[src/rtl/queue_reader_if.sv]
// Handshake bundle for queue_reader: upstream pop port and downstream valid/ready port.
// master is the reader side, slave is the queue/consumer environment side.
interface queue_reader_if #(
  parameter int DATA = 42
);
  logic            q_empty;
  logic [DATA-1:0] q_rdata;
  logic            q_ren;
  logic [DATA-1:0] out_data;
  logic            out_valid;
  logic            out_ready;

  modport master (
    input  q_empty, q_rdata, out_ready,
    output q_ren, out_data, out_valid
  );

  modport slave (
    output q_empty, q_rdata, out_ready,
    input  q_ren, out_data, out_valid
  );
endinterface

[src/rtl/queue_reader.sv]
// Pops words from an upstream queue into a 2-entry head/skid buffer and streams them out.
// Optional build macro QUEUE_READER_CNT_EN adds a 16-bit delivered-word counter (xfer_count).
//
// state  | meaning
// IDLE   | no pops; buffered words still drain downstream
// STREAM | pop whenever the buffer has (or is making) room
// FLUSH  | pop and discard until the queue is empty; buffer held empty
module queue_reader #(
  parameter int ADDR = 5,
  parameter int DATA = 42
) (
  input  logic              clk,
  input  logic              rst,
  input  logic              en,
  input  logic              flush,
  queue_reader_if.master    bus,
  output logic              busy
`ifdef QUEUE_READER_CNT_EN
  ,
  output logic [15:0]       xfer_count
`endif
);

  if (ADDR < 1) begin : g_addr_chk
    $error("queue_reader: ADDR must be at least 1");
  end

  typedef enum logic [1:0] {
    IDLE   = 2'd0,
    STREAM = 2'd1,
    FLUSH  = 2'd2
  } state_t;

  state_t          state;
  logic [1:0]      occ;
  logic [DATA-1:0] head;
  logic [DATA-1:0] skid;
  logic            xfer;
  logic            pop;

  assign xfer          = bus.out_valid & bus.out_ready;
  assign bus.out_valid = (occ != 2'd0);
  assign bus.out_data  = head;
  assign bus.q_ren     = pop;
  assign busy          = (state != IDLE) || (occ != 2'd0);

  // A full buffer may still accept a pop when the head leaves in the same cycle.
  always_comb begin
    pop = 1'b0;
    case (state)
      STREAM:  pop = !bus.q_empty && ((occ != 2'd2) || xfer);
      FLUSH:   pop = !bus.q_empty;
      default: pop = 1'b0;
    endcase
  end

  always_ff @(posedge clk or posedge rst) begin
    if (rst) begin
      state <= IDLE;
      occ   <= 2'd0;
      head  <= '0;
      skid  <= '0;
    end else begin
      if (flush) begin
        state <= FLUSH;
      end else begin
        case (state)
          IDLE:    if (en) state <= STREAM;
          STREAM:  if (!en) state <= IDLE;
          FLUSH:   if (bus.q_empty) state <= IDLE;
          default: state <= IDLE;
        endcase
      end

      // Anything popped while flushing (including the cycle flush is raised) is dropped.
      if (flush || (state == FLUSH)) begin
        occ <= 2'd0;
      end else begin
        case ({pop, xfer})
          2'b10: begin
            if (occ == 2'd0) begin
              head <= bus.q_rdata;
              occ  <= 2'd1;
            end else begin
              skid <= bus.q_rdata;
              occ  <= 2'd2;
            end
          end
          2'b01: begin
            head <= skid;
            occ  <= occ - 2'd1;
          end
          2'b11: begin
            if (occ == 2'd2) begin
              head <= skid;
              skid <= bus.q_rdata;
            end else begin
              head <= bus.q_rdata;
            end
          end
          default: ;
        endcase
      end
    end
  end

`ifdef QUEUE_READER_CNT_EN
  always_ff @(posedge clk or posedge rst) begin
    if (rst) begin
      xfer_count <= 16'd0;
    end else if (xfer) begin
      xfer_count <= xfer_count + 16'd1;
    end
  end
`endif

endmodule

[src/flat_wrapper.sv]
// flat-port wrapper written by rule: the top's interface ports become plain ports
module queue_reader_flat 
#(
  parameter int ADDR = 5,
  parameter int DATA = 42
)
  (clk, rst, en, flush, busy, bus_q_empty, bus_q_rdata, bus_out_ready, bus_q_ren, bus_out_data, bus_out_valid);
  queue_reader_if #(.DATA(DATA)) bus_i ();
  input  logic clk;
  input  logic rst;
  input  logic en;
  input  logic flush;
  output logic busy;
  input wire logic [$bits(bus_i.q_empty)-1:0] bus_q_empty;
  input wire logic [$bits(bus_i.q_rdata)-1:0] bus_q_rdata;
  input wire logic [$bits(bus_i.out_ready)-1:0] bus_out_ready;
  output wire logic [$bits(bus_i.q_ren)-1:0] bus_q_ren;
  output wire logic [$bits(bus_i.out_data)-1:0] bus_out_data;
  output wire logic [$bits(bus_i.out_valid)-1:0] bus_out_valid;
  assign bus_i.q_empty = bus_q_empty;
  assign bus_i.q_rdata = bus_q_rdata;
  assign bus_i.out_ready = bus_out_ready;
  assign bus_q_ren = bus_i.q_ren;
  assign bus_out_data = bus_i.out_data;
  assign bus_out_valid = bus_i.out_valid;
  queue_reader #(.ADDR(ADDR), .DATA(DATA)) u_core (.clk(clk), .rst(rst), .en(en), .flush(flush), .bus(bus_i), .busy(busy));
endmodule
[config.mk]
export PLATFORM = sky130hd
export DESIGN_NAME = queue_reader_flat
export DESIGN_NICKNAME = d
export VERILOG_FILES = /design/src/rtl/queue_reader_if.sv /design/src/rtl/queue_reader.sv /design/src/flat_wrapper.sv
export SDC_FILE = /design/constraint.sdc
export NUM_CORES = 1
export LEC_CHECK = 0
export CAP_MARGIN = 20
export CORE_MARGIN = 2
export CORE_UTILIZATION = 27
export CTS_BUF_LIST = sky130_fd_sc_hd__clkbuf_8 sky130_fd_sc_hd__clkbuf_16
export DETAILED_ROUTE_END_ITERATION = 6
export PLACE_DENSITY_LB_ADDON = 0.15
export SYNTH_ARGS = -nofsm -noshare
export SYNTH_HDL_FRONTEND = slang
export SYNTH_SLANG_ARGS = --single-unit
[constraint.sdc]
create_clock -name clk -period 2.7 [get_ports clk]
set_input_delay 0.27 -clock clk [delete_from_list [all_inputs] [get_ports clk]]
set_output_delay 0.27 -clock clk [all_outputs]
set_load 0.02 [all_outputs]
; Word level (Yosys, flattened, before mapping)
; Cells that the tools add are included.
[word_totals]
register_bits = 88
in_bits = 48
output_inout_bits = 45
[op_classes]
addsub = 1
eq_ne = 13
mux = 15
bitwise_logic = 2
n_reduce_logical = 15
[op_table]
columns = operator, count
row1 = $mux 42, 4
row2 = $pmux 42 s3, 1
row3 = $pmux 42 s2, 1
row4 = $mux 2, 6
row5 = $ne 3x3->1 const B, 3
row6 = $eq 2x2->1 const B, 4
row7 = $pmux 2 s3, 1
row8 = $reduce_and 3->1, 2
row9 = $reduce_bool 2->1, 3
row10 = $reduce_bool 3->1, 2
row11 = $eq 2x1->1 const B, 2
row12 = $logic_not 2->1, 2
row13 = $ne 2x1->1 const B, 2
row14 = $ne 2x2->1 const B, 2
row15 = $pmux 2 s2, 1
row16 = $reduce_and 4->1, 1
row17 = $logic_or 1x1->1, 3
row18 = $pmux 1 s2, 1
row19 = $sub 2x1->2 const B, 1
row20 = $and 1x1->1, 1
row21 = $logic_and 1x1->1, 1
row22 = $logic_not 1->1, 1
row23 = $not 1->1, 1

; Logic depth before layout (Yosys ltp)
; Gate-level depths: netlist (run 1).
[logic_depth]
ltp_word = 8
depth_mapped = 13
depth_no_buf = 10

; Worst setup path before layout (run 1)
; Ideal clock, no wire load.
[synth_timing]
path_kind = reg2reg
startpoint = register u_core.occ[0]
endpoint = register u_core.skid[0]
setup_time_ns = 0.125
arrival_time_ns = 2.833
required_ns = 2.575
setup_slack_ns = -0.258
path_stages_with_launch = 14
n_path_buf = 3
synth_period_minus_slack_ns = 2.958
cell_sequence = dfrtp_1 > inv_1 > ha_1 > nor2b_1 > clkbuf_1 > inv_1 > a21boi_0 > o21a_1 > ha_1 > and2b_4 > a2111o_1 > buf_6 > buf_12 > mux2_4
[synth_between]
elab_chain_len = 8
[synth_lines]
columns = element, line_no
row1 = from (decl), queue_reader.sv:35  ; logic [1:0] occ;
row2 = from (signal assigned), queue_reader.sv:91  ; occ <= occ - 2'd1;
row3 = $reduce_bool 2->1, queue_reader.sv:42  ; assign bus.out_valid = (occ != 2'd0);
row4 = $and 1x1->1, queue_reader.sv:41  ; assign xfer = bus.out_valid & bus.out_ready;
row5 = $logic_or 1x1->1 (*), queue_reader.sv:51  ; STREAM: pop = !bus.q_empty && ((occ != 2'd2) || xfer);
row6 = $logic_and 1x1->1 (*), queue_reader.sv:51
row7 = $pmux 1 s2 (*), queue_reader.sv:50  ; case (state)
row8 = via bus_q_ren, flat_wrapper.sv:17  ; output wire logic [$bits(bus_i.q_ren)-1:0] bus_q_ren;
row9 = $eq 2x2->1, queue_reader.sv:79  ; case ({pop, xfer})
row10 = $ne 2x1->1 (no source line) (tied with other cells), --
row11 = $reduce_and 4->1 (no source line), --
row12 = to (signal assigned), queue_reader.sv:85  ; skid <= bus.q_rdata;
row13 = to (signal assigned), queue_reader.sv:96  ; skid <= bus.q_rdata;
row14 = to (decl), queue_reader.sv:37  ; logic [DATA-1:0] skid;
; The timed path passes the listed nets; every way through them passes the cells marked *.
; A chain may end at the register's enable or synchronous reset.

; Worst setup path after layout (run 1)
[layout_timing]
startpoint = register u_core.state[0]
endpoint = register u_core.skid[36]
[layout_between]
elab_chain_len = 5
[layout_lines]
columns = element, line_no
row1 = from (decl), queue_reader.sv:34  ; state_t state;
row2 = from (signal assigned), queue_reader.sv:59  ; state <= IDLE;
row3 = from (signal assigned), queue_reader.sv:65  ; state <= FLUSH;
row4 = from (signal assigned), queue_reader.sv:68  ; IDLE: if (en) state <= STREAM;
row5 = $eq 2x2->1 or $eq 2x1->1 (tied branches), "queue_reader.sv:50, queue_reader.sv:76"
row6 = $pmux 1 s2, queue_reader.sv:50
row7 = $eq 2x2->1, queue_reader.sv:79
row8 = $ne 2x1->1 (no source line) (tied with other cells), --
row9 = $reduce_and 4->1 (no source line), --
; Several ways; a longest one is shown, not always the timed one.

==> summary by stage, run 1 <==
Status
The run finished with clean final reports.

Synthesis
The adder-cell share of the synthesized area is 0.02279. The mean instance size in the synthesized netlist is 11.47 um2. In the synthesized netlist the async set-or-reset flop fraction comes to 1.000. Yosys printed 0 warnings. Synthesis produced 383 cells.

The distinct cell type count after synthesis is 30. In the synthesized netlist the dominant register cell turns out to be dfrtp_1. Of the total synthesized cell area, the portion taken by XOR and XNOR cells is 0.

The sequential fraction of the synthesis area is 0.5013. The synthesized design contains 0 enable-type register cells. The share of the synthesized area in the top cell type is 0.5013. dfrtp_1 takes more of the synthesized area than any other cell. By area, the combinational part of the netlist is dominated by compound AO/OA/AOI/OAI gates. In this run the cell area of the synthesized design comes to 0.004393 mm2. Synthesis inferred 88 register bits. The net count of the mapped netlist is 439. The portion of synthesized area spent on multiplexers is 0.1418. The dominant cell by count in the synthesized netlist is dfrtp_1.

Counting instances in the post-synthesis netlist gives the leading cell types as dfrtp_1 (88), a211oi_1 (44), nand3_1 (43), o21ai_0 (43), a31oi_1 (42). The fraction of the mapped netlist area in compound gates is 0.2014. Of the total synthesized cell area, the portion taken by AND, OR, NAND and NOR gates is 0.07377. Yosys attributes the largest share of cell area to dfrtp_1 (50%), mux2_4 (14%), a211oi_1 (7.5%).

Die
The full die area is 0.01731 mm2. The initial utilization of the core area, before any placement, comes to 0.2765. In this run the vertical extent of the chip is 131.6 um. The standard cell core area is 0.01589 mm2. The die is 131.6 um wide.

The number of rows created at floorplan is 46. The boundary pin count is 93.

Pwr
The combinational share of power is 0.367. The switching part of the total is 0.3164. Across the VDD grid, the largest voltage drop is 0.3520 mV. The overall power consumption is 5.531 mW. The leakage power is 2.437 nW.

The power dissipated by switching net loads is 1.750 mW. The total power density per cell area is 941.1 mW/mm2. The total internal power is 3.781 mW. The fraction of power consumed by sequential logic is 0.413. The clock network fraction of total power is 0.220.

Place
The final weighted congestion of routability-driven global placement is 0.7093. The placement-stage worst setup slack is -26.73 ps. The detailed placement HPWL is 7.762 mm. The port buffer count is 92. The cell area after placement is 0.005590 mm2.

Critical path
The timing endpoint of the critical path is u_core.skid[36]$_DFFE_PP0P_. STA classifies the critical path endpoint as a register. The launching element type of the critical path is a register. In this run the number of cells on the critical path is 9. The start point of the critical path is u_core.state[0]$_DFFE_PP0P_. STA puts the critical path data required time at 2920 ps. The worst register-to-register path begins at u_core.state[0]$_DFFE_PP0P_.

The cell family contributing the most delay on the critical path is compound AO/OA/AOI/OAI gates. On the worst path, the slowest cell contributes a delay of 480 ps. The number of buffers and inverters on the critical path is 2.

The cell with the largest stage delay on the worst path is a2111o_2. The number of cells on the worst reg-to-reg path is 9. Along the worst path, the maximum fanout reaches 32.

The endpoint identified for the worst register-to-register timing path is u_core.skid[36]$_DFFE_PP0P_. The critical path goes through inv_1, ha_1, nor2b_1, o21a_2, ha_4, and2b_4, a2111o_2, buf_12, mux2_4. The worst path arrival time is 2760 ps. The category of the critical setup timing path is reg -> reg. The setup slack of the most critical reg-to-reg path is 170 ps.

Clock tree
The clock tree from TritonCTS is built. The total clock sinks is 88. The clock slew at the register clock pins of the worst setup and hold paths is 60 ps. The maximum level of the CTS H-tree is 3. In this run, CTS created clock tree buffers numbering 9. The number of buffers on the longest clock path is 2. The root buffer selected by CTS is clkbuf_16.

The clock latency reported for the late side of the worst-skew pair is 340 ps.

Global route
The number of antenna violations at the first check in global routing was 0. Entering global routing, the biggest net connects 51 pins. Across every metal layer, demand over resource in global routing totals 0.1532. The remaining global-route overflow is 0. The first global-routing pass estimated 21.06 mm of wire. The number of global-route vias before repair was 3835.

STA
The final critical path time including I/O delays and setup is 2532 ps. On the final layout, the worst hold slack is 317.2 ps. The peak clock frequency supported by timing is 394.9 MHz. The number of endpoints with negative hold slack in the final report is 0. The worst-margin pin slew is 517.3 ps. Setup repair after global routing left no endpoint under its margin. The final max-slew violation count was 0. For the final database, setup skew stands at 5.837 ps. Dividing the final minimum period by the clock period gives 0.9378.

Setup violations remaining at the end of the flow were counted as 0. In this run the tightest slew margin relative to its limit is 0.6537. The worst-case setup margin in the final layout is 167.9 ps.

Run
The tool flagged a number of max-cap violations equal to 0.

Final layout
The layout-stage area growth over the synthesis result is 33.78%. The area of all placed cells without fillers is 0.005877 mm2. The number of nets in the layout is 518. Of the cells placed in the final design, the portion with a size suffix greater than 1 is 0.1906. For this run, the share of the core covered by cells in the final layout is 0.3700. Fill cells in the final layout number 1581. The number of diodes is 0.

Detailed routing
In the final routed layout, each cell accounts on average for 18.65 um. The routed via count is 3481. For this run, design rule violations remaining after detail routing come to 0. After detailed routing, the total wire length is 12.74 mm.

The number of violations reported at the end of detailed-routing iteration 0 is 187. The number of routed nets with antenna violations is 0. The first detailed-routing pass took 4 iterations. Using the TritonRoute via totals, the vias-per-cell ratio works out to 5.097.

Worst hold path
The min-delay analysis places its worst path in the category in -> async.
==> metrics by stage <==
step           TNS (ps)  cells
3_3_place_gp          0    667
4_1_cts               0    683
3_5_place_dp     -661.9    667
2_1_floorplan         0    383
6_report              0    683
5_1_grt               0    683
==> registers in the layout, summed over array words and instances, names as in the netlist <==
name	cells
u_core.bus.out_data	42
u_core.state	2
u_core.skid	42
u_core.occ	2
==> routing by layer <==
metal / GRT usage / vias to the layer above / routed length [um]
met2: 0.2583 / 94 / 6264
met1: 0.1945 / 1774 / 5756
met4: 0.04891 / 0 / 154
met5: 0 / - / 0
li1: - / 1603 / -
met3: 0.03472 / 10 / 562
==> area by class of cell <==
| class | instances | area, um2 | area share |
|---|---|---|---|
| sequential | 88 | 2202 | 0.3747 |
| multi-input combinational | 247 | 1988 | 0.3383 |
| timing repair buffer | 109 | 1099 | 0.1869 |
| tap | 216 | 270.3 | 0.04599 |
| clock buffer | 12 | 266.5 | 0.04535 |
| inverter | 7 | 31.28 | 0.005323 |
| clock inverter | 4 | 20.02 | 0.003406 |
==> placed cells by master, fill, tap and decap left out <==
master,n
mux2_4,40
or2_1,1
and2b_4,1
a21boi_1,1
inv_4,2
mux2_2,2
a21o_1,1
o21ai_0,43
nand3_1,43
buf_4,13
inv_2,2
o21a_2,1
nor2b_4,1
a31oi_1,42
ha_4,2
a31o_2,1
nand2b_1,1
nor2_1,1
inv_1,5
clkinv_2,1
or2b_1,1
a211o_1,1
a211oi_1,44
clkbuf_8,3
ha_1,6
clkdlybuf4s50_1,92
nor2b_1,2
clkbuf_16,9
buf_12,4
a2111o_2,1
a21oi_1,2
nand4_1,1
a21o_2,2
and3b_2,1
clkinvlp_4,1
nand2_1,3
dfrtp_1,88
nor4b_4,2
==> worst min path at each step <==
stage,endpoint,depth (start not counted)
6_report,u_core.bus.out_data[15]$_DFFE_PP0P_,2
4_1_cts,u_core.bus.out_data[36]$_DFFE_PP0P_,2
2_1_floorplan,u_core.state[0]$_DFFE_PP0P_,1
3_3_place_gp,u_core.skid[27]$_DFFE_PP0P_,1
3_5_place_dp,u_core.skid[13]$_DFFE_PP0P_,1
5_1_grt,u_core.bus.out_data[15]$_DFFE_PP0P_,2
==> power by group through the flow <==
stage | Clock, mW | Combinational [mW] | Sequential (mW)
after global routing | 1.31 | 2.18 | 2.36
after floorplan | 0 | 0.867 | 2.58
after CTS | 1.25 | 2.05 | 2.29
after detailed placement | 0 | 2.05 | 2.29
after global placement | 0 | 2.01 | 2.30
final | 1.21 | 2.03 | 2.29
==> timing repair <==
action                                  CTS  global route
resized for setup                         0             1
hold buffers                              0             0
hold endpoints to repair                  0             0
endpoints found under the setup margin    0            35
setup buffers                             0             0
==> kinds of logic after synthesis <==
group | Yosys count
buffers and inverters | 48
muxes | 42
AOI/OAI and AO/OA | 139
DFF | 88
adders and majority gates | 8
and+or+nand+nor | 58
Note: power is estimated with default switching activity, not from simulation.
==> inputs of run 2 (changes only) <==
--- a/config.mk
+++ b/config.mk
@@ -5,6 +5,7 @@
 export SDC_FILE = /design/constraint.sdc
 export NUM_CORES = 1
 export LEC_CHECK = 0
+export ABC_CLOCK_PERIOD_IN_PS = 2700
 export CAP_MARGIN = 20
 export CORE_MARGIN = 2
 export CORE_UTILIZATION = 27
==> results of run 2 <==
Same layout as run 1: the final DEF is identical, and so are final timing and power.
